**config.mk**
```make
export PLATFORM = sky130hd
export DESIGN_NAME = ser_cml_multilane_flat
export DESIGN_NICKNAME = d
export VERILOG_FILES = /design/src/rtl/ser_cml_multilane_if.sv /design/src/rtl/ser_cml_multilane.sv /design/src/flat_wrapper.sv
export SDC_FILE = /design/constraint.sdc
export NUM_CORES = 1
export LEC_CHECK = 0
export BUFFER_PORTS_ARGS = -buffer_cell sky130_fd_sc_hd__buf_4
export CAP_MARGIN = 5
export CORE_UTILIZATION = 54
export CTS_BUF_LIST = sky130_fd_sc_hd__clkbuf_8
export CTS_CLUSTER_DIAMETER = 120
export CTS_CLUSTER_SIZE = 16
export DETAILED_ROUTE_END_ITERATION = 7
export GPL_TIMING_DRIVEN = 0
export PLACE_DENSITY = 0.82
export REMOVE_ABC_BUFFERS = 1
export SYNTH_ARGS = -nofsm -noshare
export SYNTH_HDL_FRONTEND = slang
export SYNTH_SLANG_ARGS = --single-unit
```
**constraint.sdc**
```tcl
create_clock -name SER_TX_CLK -period 2 [get_ports SER_TX_CLK]
set_input_delay 0.2 -clock SER_TX_CLK [delete_from_list [all_inputs] [get_ports SER_TX_CLK]]
set_output_delay 0.2 -clock SER_TX_CLK [all_outputs]
set_load 0.01 [all_outputs]
```
**src/rtl/ser_cml_multilane_if.sv**
```systemverilog
// rtl/ser_cml_multilane_if.sv - lane data/config and tap-output bundle for ser_cml_multilane
//
// Signals (serializer view, slave modport):
//   SER_EN_LANE   in   NUM_LANES             per-lane enable
//   SER_SEL_OUT   in   2*NUM_LANES           per-lane source select, lane k = [2k+1:2k]
//   SER_EN_TAP    in   2                     post-1 / post-2 tap enables
//   SER_INV_TAP   in   2                     post-1 / post-2 tap inverts
//   SER_WORD      in   NUM_LANES*WORD_WIDTH  parallel words, lane k = [k*WORD_WIDTH +: WORD_WIDTH]
//   SER_WORD_LOAD out  1                     word load strobe
//   SER_WORD_CLK  out  1                     divided word clock
//   TAP1/2/3      out  NUM_LANES             main / post-1 / post-2 taps
// The master modport is the word source / configuration side.
interface ser_cml_multilane_if #(
  parameter int NUM_LANES  = 4,
  parameter int WORD_WIDTH = 20
);
  logic [NUM_LANES-1:0]            SER_EN_LANE;
  logic [2*NUM_LANES-1:0]          SER_SEL_OUT;
  logic [1:0]                      SER_EN_TAP;
  logic [1:0]                      SER_INV_TAP;
  logic [NUM_LANES*WORD_WIDTH-1:0] SER_WORD;
  logic                            SER_WORD_LOAD;
  logic                            SER_WORD_CLK;
  logic [NUM_LANES-1:0]            TAP1;
  logic [NUM_LANES-1:0]            TAP2;
  logic [NUM_LANES-1:0]            TAP3;

  modport master (
    output SER_EN_LANE, SER_SEL_OUT, SER_EN_TAP, SER_INV_TAP, SER_WORD,
    input  SER_WORD_LOAD, SER_WORD_CLK, TAP1, TAP2, TAP3
  );

  modport slave (
    input  SER_EN_LANE, SER_SEL_OUT, SER_EN_TAP, SER_INV_TAP, SER_WORD,
    output SER_WORD_LOAD, SER_WORD_CLK, TAP1, TAP2, TAP3
  );
endinterface

```
**src/rtl/ser_cml_multilane.sv**
```systemverilog
// rtl/ser_cml_multilane.sv - multilane PISO serializer with source select and 3-tap FFE outputs
//
// Ports:
//   SER_TX_CLK  in  serial bit clock, all logic on its rising edge
//   SER_RST     in  synchronous active-high reset
//   bus         ser_cml_multilane_if.slave (lane enables, selects, tap config,
//               parallel words in; word load strobe, word clock, TAP1/2/3 out)
// Optional feature: define SER_PRBS_EN to build a per-lane PRBS7 source for
// select 2'b10; without it select 2'b10 carries the serial data.
module ser_cml_multilane #(
  parameter int NUM_LANES  = 4,
  parameter int WORD_WIDTH = 20,
  parameter int CNT_W      = 5
) (
  input  logic SER_TX_CLK,
  input  logic SER_RST,
  ser_cml_multilane_if.slave bus
);

  localparam logic [CNT_W-1:0] CNT_LAST = CNT_W'(WORD_WIDTH - 1);
  localparam logic [CNT_W-1:0] CNT_HALF = CNT_W'(WORD_WIDTH / 2);

  logic [CNT_W-1:0]      cnt;
  logic [CNT_W-1:0]      cnt_nxt;
  logic                  load;
  logic                  word_clk_q;

  logic [WORD_WIDTH-1:0] shreg [NUM_LANES];
  logic [NUM_LANES-1:0]  clk_pat;
  logic [NUM_LANES-1:0]  src;
  logic [NUM_LANES-1:0]  b0;
  logic [NUM_LANES-1:0]  b1;
  logic [NUM_LANES-1:0]  b2;

  // Shared word counter: every lane's word boundary is tied to it.
  assign load = (cnt == CNT_LAST);

  always_comb begin
    cnt_nxt = cnt + 1'b1;
    if (load) begin
      cnt_nxt = '0;
    end
  end

  always_ff @(posedge SER_TX_CLK) begin
    if (SER_RST) begin
      cnt        <= '0;
      word_clk_q <= 1'b0;
    end else begin
      cnt        <= cnt_nxt;
      // Registered from the next count so the clock is glitch-free and
      // rises half a word after the load edge.
      word_clk_q <= (cnt_nxt >= CNT_HALF);
    end
  end

  assign bus.SER_WORD_LOAD = load;
  assign bus.SER_WORD_CLK  = word_clk_q;

`ifdef SER_PRBS_EN
  // PRBS7, x^7 + x^6 + 1, MSB is the output bit.
  logic [6:0] prbs [NUM_LANES];

  always_ff @(posedge SER_TX_CLK) begin
    if (SER_RST) begin
      for (int k = 0; k < NUM_LANES; k++) begin
        prbs[k] <= 7'h7F;
      end
    end else begin
      for (int k = 0; k < NUM_LANES; k++) begin
        if (bus.SER_EN_LANE[k]) begin
          prbs[k] <= {prbs[k][5:0], prbs[k][6] ^ prbs[k][5]};
        end
      end
    end
  end
`endif

  // Per-lane source select.
  always_comb begin
    src = '0;
    for (int k = 0; k < NUM_LANES; k++) begin
      case (bus.SER_SEL_OUT[2*k +: 2])
        2'b00:   src[k] = shreg[k][0];
        2'b01:   src[k] = clk_pat[k];
`ifdef SER_PRBS_EN
        2'b10:   src[k] = prbs[k][6];
`else
        2'b10:   src[k] = shreg[k][0];
`endif
        default: src[k] = 1'b0;
      endcase
    end
  end

  always_ff @(posedge SER_TX_CLK) begin
    if (SER_RST) begin
      for (int k = 0; k < NUM_LANES; k++) begin
        shreg[k] <= '0;
      end
      clk_pat <= '0;
      b0      <= '0;
      b1      <= '0;
      b2      <= '0;
    end else begin
      for (int k = 0; k < NUM_LANES; k++) begin
        if (!bus.SER_EN_LANE[k]) begin
          shreg[k] <= '0;
        end else if (load) begin
          shreg[k] <= bus.SER_WORD[k*WORD_WIDTH +: WORD_WIDTH];
        end else begin
          // LSB first: shift right, zero-fill so a re-enabled lane stays quiet
          // until the next word boundary.
          shreg[k] <= {1'b0, shreg[k][WORD_WIDTH-1:1]};
        end
      end
      clk_pat <= ~clk_pat;
      b0      <= src & bus.SER_EN_LANE;
      b1      <= b0;
      b2      <= b1;
    end
  end

  // Tap gating is combinational: enable/invert are quasi-static config.
  assign bus.TAP1 = b0;
  assign bus.TAP2 = bus.SER_EN_TAP[0] ? (b1 ^ {NUM_LANES{bus.SER_INV_TAP[0]}}) : '0;
  assign bus.TAP3 = bus.SER_EN_TAP[1] ? (b2 ^ {NUM_LANES{bus.SER_INV_TAP[1]}}) : '0;

endmodule

```
**src/flat_wrapper.sv**
```systemverilog
// flat-port wrapper written by rule: the top's interface ports become plain ports
module ser_cml_multilane_flat 
#(
  parameter int NUM_LANES  = 4,
  parameter int WORD_WIDTH = 20,
  parameter int CNT_W      = 5
)
  (SER_TX_CLK, SER_RST, bus_SER_EN_LANE, bus_SER_SEL_OUT, bus_SER_EN_TAP, bus_SER_INV_TAP, bus_SER_WORD, bus_SER_WORD_LOAD, bus_SER_WORD_CLK, bus_TAP1, bus_TAP2, bus_TAP3);
  ser_cml_multilane_if #(.NUM_LANES(NUM_LANES), .WORD_WIDTH(WORD_WIDTH)) bus_i ();
  input  logic SER_TX_CLK;
  input  logic SER_RST;
  input wire logic [$bits(bus_i.SER_EN_LANE)-1:0] bus_SER_EN_LANE;
  input wire logic [$bits(bus_i.SER_SEL_OUT)-1:0] bus_SER_SEL_OUT;
  input wire logic [$bits(bus_i.SER_EN_TAP)-1:0] bus_SER_EN_TAP;
  input wire logic [$bits(bus_i.SER_INV_TAP)-1:0] bus_SER_INV_TAP;
  input wire logic [$bits(bus_i.SER_WORD)-1:0] bus_SER_WORD;
  output wire logic [$bits(bus_i.SER_WORD_LOAD)-1:0] bus_SER_WORD_LOAD;
  output wire logic [$bits(bus_i.SER_WORD_CLK)-1:0] bus_SER_WORD_CLK;
  output wire logic [$bits(bus_i.TAP1)-1:0] bus_TAP1;
  output wire logic [$bits(bus_i.TAP2)-1:0] bus_TAP2;
  output wire logic [$bits(bus_i.TAP3)-1:0] bus_TAP3;
  assign bus_i.SER_EN_LANE = bus_SER_EN_LANE;
  assign bus_i.SER_SEL_OUT = bus_SER_SEL_OUT;
  assign bus_i.SER_EN_TAP = bus_SER_EN_TAP;
  assign bus_i.SER_INV_TAP = bus_SER_INV_TAP;
  assign bus_i.SER_WORD = bus_SER_WORD;
  assign bus_SER_WORD_LOAD = bus_i.SER_WORD_LOAD;
  assign bus_SER_WORD_CLK = bus_i.SER_WORD_CLK;
  assign bus_TAP1 = bus_i.TAP1;
  assign bus_TAP2 = bus_i.TAP2;
  assign bus_TAP3 = bus_i.TAP3;
  ser_cml_multilane #(.NUM_LANES(NUM_LANES), .WORD_WIDTH(WORD_WIDTH), .CNT_W(CNT_W)) u_core (.SER_TX_CLK(SER_TX_CLK), .SER_RST(SER_RST), .bus(bus_i));
endmodule
```
# == Word-level counts from Yosys, hierarchy flattened ==
# Memories as Yosys holds them, arrays and structs flattened.
# Index checks and enable logic that the tools add are counted.
# word_totals
wordCells,101
ff_bits,22
ram_bits,80
out_inout_bits,14
inputBits,98
mem_count,1
# op_classes
n_mux,59
eq_ne,9
add_sub_neg,1
n_bitwise,16
n_reduce_logical,8
n_lt_le_gt_ge,1
# mem_list
memory,depth,width,read_ports,rd_ports_with_merged_regs,wr,line_no,text
u_core.shreg,4,20,4,0,4,ser_cml_multilane.sv:28,logic [WORD_WIDTH-1:0] shreg [NUM_LANES];
# op_table
cell,n
$mux 20,12
$mux 1,40
$or 1x1->1,12
$eq 2x1->1 const B,4
$eq 2x2->1 const B,4
$logic_not 2->1,4
$mux 4,2
$pmux 1 s2,4
$reduce_or 2->1,4
$xor 4x4->4,2
$add 5x1->5 const B,1
$eq 5x5->1 const B,1
$ge 5x4->1 const B,1
$mux 5,1
$and 4x4->4,1
$not 4->4,1

# == Depth between registers and ports, before layout ==
# depth
ltp_word,7
depth_mapped,7
depth_no_buf,5

# == Worst setup path after synthesis ==
# No wires, ideal clock.
# synth_path
path_type,register to register
start,register u_core.cnt[0]
end,memory u_core.shreg[1][10] (data pin)
path_buffers,2
t_required_ns,1.744
setup_ns,0.256
synth_period_minus_slack_ns,1.810
t_arrival_ns,1.554
setup_slack_ns,0.190
stages_incl_launch_ff,8
path_cell_list,dfxtp_1 ha_1 and4bb_4 nor2_2 and2_1 clkbuf_2 buf_2 a22o_1
# synth_rtl
element,line_no,text
"start, declared",ser_cml_multilane.sv:23,logic [CNT_W-1:0] cnt;
"start signal, assigned",ser_cml_multilane.sv:50,cnt <= cnt_nxt;
"end, declared",ser_cml_multilane.sv:28,

==> impl_metrics.ini <==
[floorplan]
io_pins = 112
die_h_um = 89.75
row_count = 31
start_util_pct = 56.72
die_x_um = 89.75
core-area_mm2 = 0.007331
die_area_mm2 = 0.008054

[yosys]
yosysTopAreaCell = edfxtp_1
syn_area_mm2 = 0.004158
yosys_warnings = 0
synthCells = 272
synth_seq_cells = 102
ys_types = 33
synthTopCellsByArea = edfxtp_1 58%, a22o_1 16%, dfxtp_1 11%
synth_top_area_share_pct = 57.78
syn_area_per_cell_um2 = 15.29
ys_seq_area_share_pct = 68.37

[layout]
drive_gt1_share_pct = 29.72
fill_cells = 497
nets = 555
layout_common_cells = 111 x buf_4, 80 x edfxtp_1, 80 x conb_1, 76 x a22o_1, 22 x dfxtp_1
antenna_cells = 0
fin_area_mm2 = 0.005509
area_growth_pct = 32.50
register_area_mm2 = 0.002843
final_common_cell = buf_4
multi_input_area_mm2 = 0.001493

[drt]
vias_per_cell = 4.825
wirelength_um = 7856
drt_iter0_markers = 73
drtPass1Iterations = 4
drc = 0
ant_nets = 0
wl_per_cell_um = 14.03
vias = 2702

[min_path]
min_from = bus_SER_SEL_OUT[7]
hp-class = in2reg

[critical_path]
critPathLaunchType = register
crit_required_ns = 2.21
critPathKind = reg2reg
r2r_start = u_core.cnt[0]$_SDFF_PP0_
end_kind = register
path_max_fanout = 19
critPathLaunch = u_core.cnt[0]$_SDFF_PP0_
worst_ep_arrival_time_ns = 2.09

[placed_design]
gp_congestion = 0.7525
postPlaceCellArea_mm2 = 0.005291
io_buffers = 111
post-place-ws_ns = -0.006921
hpwl_um = 5579

[sta]
fin_ws_ns = 0.1259
tightest_slew_ns = 0.7796
timing.setup.tns_ns = 0
fin_crit_sh_pct = 93.70
max_clock_freq_mhz = 533.6
fin_skew_ns = 0.01144
slew_viol_final = 0
min_period_ns = 1.874
relSlewSlack_pct = 47.97
hold_violations = 0
rsz0062_at_grt = no
finalSetupViolCount = 0

[cts]
cts.sinks = 102
cts_buffer_depth = 2
cts-root-buf = clkbuf_8
cts_buffers = 9
clkSlewWorstSetupHoldPaths_ns = 0.09
cts_tree = yes
htreeDepth = 3
cts_hold_buffers = 0
clkLatencyLatePin_ns = 0.35

[global_routing]
antenna_found_initial = 0
grt_pass1_vias = 2757
grt_usage_pct = 20.86
grt-ovfl-total = 0
grt_pass1_wl_um = 12880
grt_max_degree = 23

[power]
vdd_drop_max_mv = 0.4319
p_total_mw = 4.129
pwr_density_cell_mw_per_mm2 = 749.6
power_leakage_nw = 2.417

[run]
cap_viol_max_count = 0

[outcome]
outcome = completed
==> synthesized netlist by cell type <==
cell,count
a21oi_1,1
a22o_1,76
a22oi_1,1
and2_1,13
and2_4,3
and3_1,3
and3b_1,2
and4bb_4,1
buf_2,8
buf_6,6
clkbuf_1,2
clkbuf_2,1
conb_1,1
dfxtp_1,22
edfxtp_1,80
ha_1,1
inv_1,1
mux2i_1,3
nand2_1,1
nand2b_1,3
nand3_1,1
nand3b_1,1
nor2_1,8
nor2_2,2
nor2b_1,12
nor2b_4,1
nor3_1,1
nor3b_1,3
o21ai_0,2
o32ai_1,1
or2_2,1
xnor2_1,2
xor2_1,8
==> logic make-up after synthesis <==
family	after synthesis	share of synthesized area, %
flip-flops	102	68.37
buffers and inverters	18	2.979
other	1	0.09019
AND/OR/NAND/NOR	56	8.667
adder cells (fa/ha/maj)	1	0.3009
XOR/XNOR	10	2.107
multiplexers	3	0.7223
AO/OA/AOI/OAI	81	16.76
==> state kept, by name, summed over array words and instances, names as in the netlist <==
register and flops:
u_core.clk_pat 4, u_core.shreg 80, u_core.bus.TAP1 4, u_core.b2 4
u_core.bus.SER_WORD_CLK 1, u_core.cnt 5, u_core.b1 4
==> cell type report <==
type / instances / area share (%)
Sequential cell: 102 / 51.60
Clock buffer: 9 / 2.248
Tap cell: 99 / 2.248
Timing Repair Buffer: 111 / 15.13
Clock inverter: 7 / 1.613
Inverter: 1 / 0.06814
Multi-Input combinational cell: 231 / 27.10
==> final timing paths <==
check	end	slack [ns]	cells past startpoint
setup / recovery	u_core.shreg[3][5]$_DFFE_PP_	0.13	4
hold reg to reg	u_core.clk_pat[1]$_SDFF_PP0_	0.41	1
hold / removal	u_core.bus.TAP1[3]$_SDFF_PP0_	0.12	3
setup reg to reg	u_core.shreg[3][5]$_DFFE_PP_	0.13	4
==> metal layers <==
metal	wire length [µm]	GRT usage [%]	part of all wire (%)	vias up
li1	-	-	-	1351
met1	3459	26.76	44	1278
met2	3956	35.19	50	68
met3	388	5.584	4.9	5
met4	53	5.328	0.67	0
met5	0	0	0	-
==> critical path, stage by stage (launching register included) <==
cell,delay [ns]
dfxtp_1,0.34
ha_1,0.28
and4bb_4,0.26
nor2_2,0.62
a22o_1,0.24
==> report_power, final <==
part           leakage, nW  total (mW)  switching (mW)  internal (mW)
Clock                0.104        1.37           0.676          0.697
Combinational         1.31       0.333           0.136          0.197
Sequential            1.00        2.42          0.0371           2.39
==> timing repair <==
item	CTS	global route
buffers inserted	0	0
setup endpoints to repair	31	0
gates resized for setup	4	0
endpoints found under the hold margin	0	0
==> through the flow <==
step | util [%] | cells | hold slack [ns]
floorplan | - | 334 | 0.2667
detailed placement | 72.18 | 544 | 0.3937
global placement | 72.18 | 544 | 0.3921
global route | 75.15 | 560 | 0.1105
finish | 75.15 | 560 | 0.1239
CTS | 75.15 | 560 | 0.1103
(Power assumes the default switching activity.)
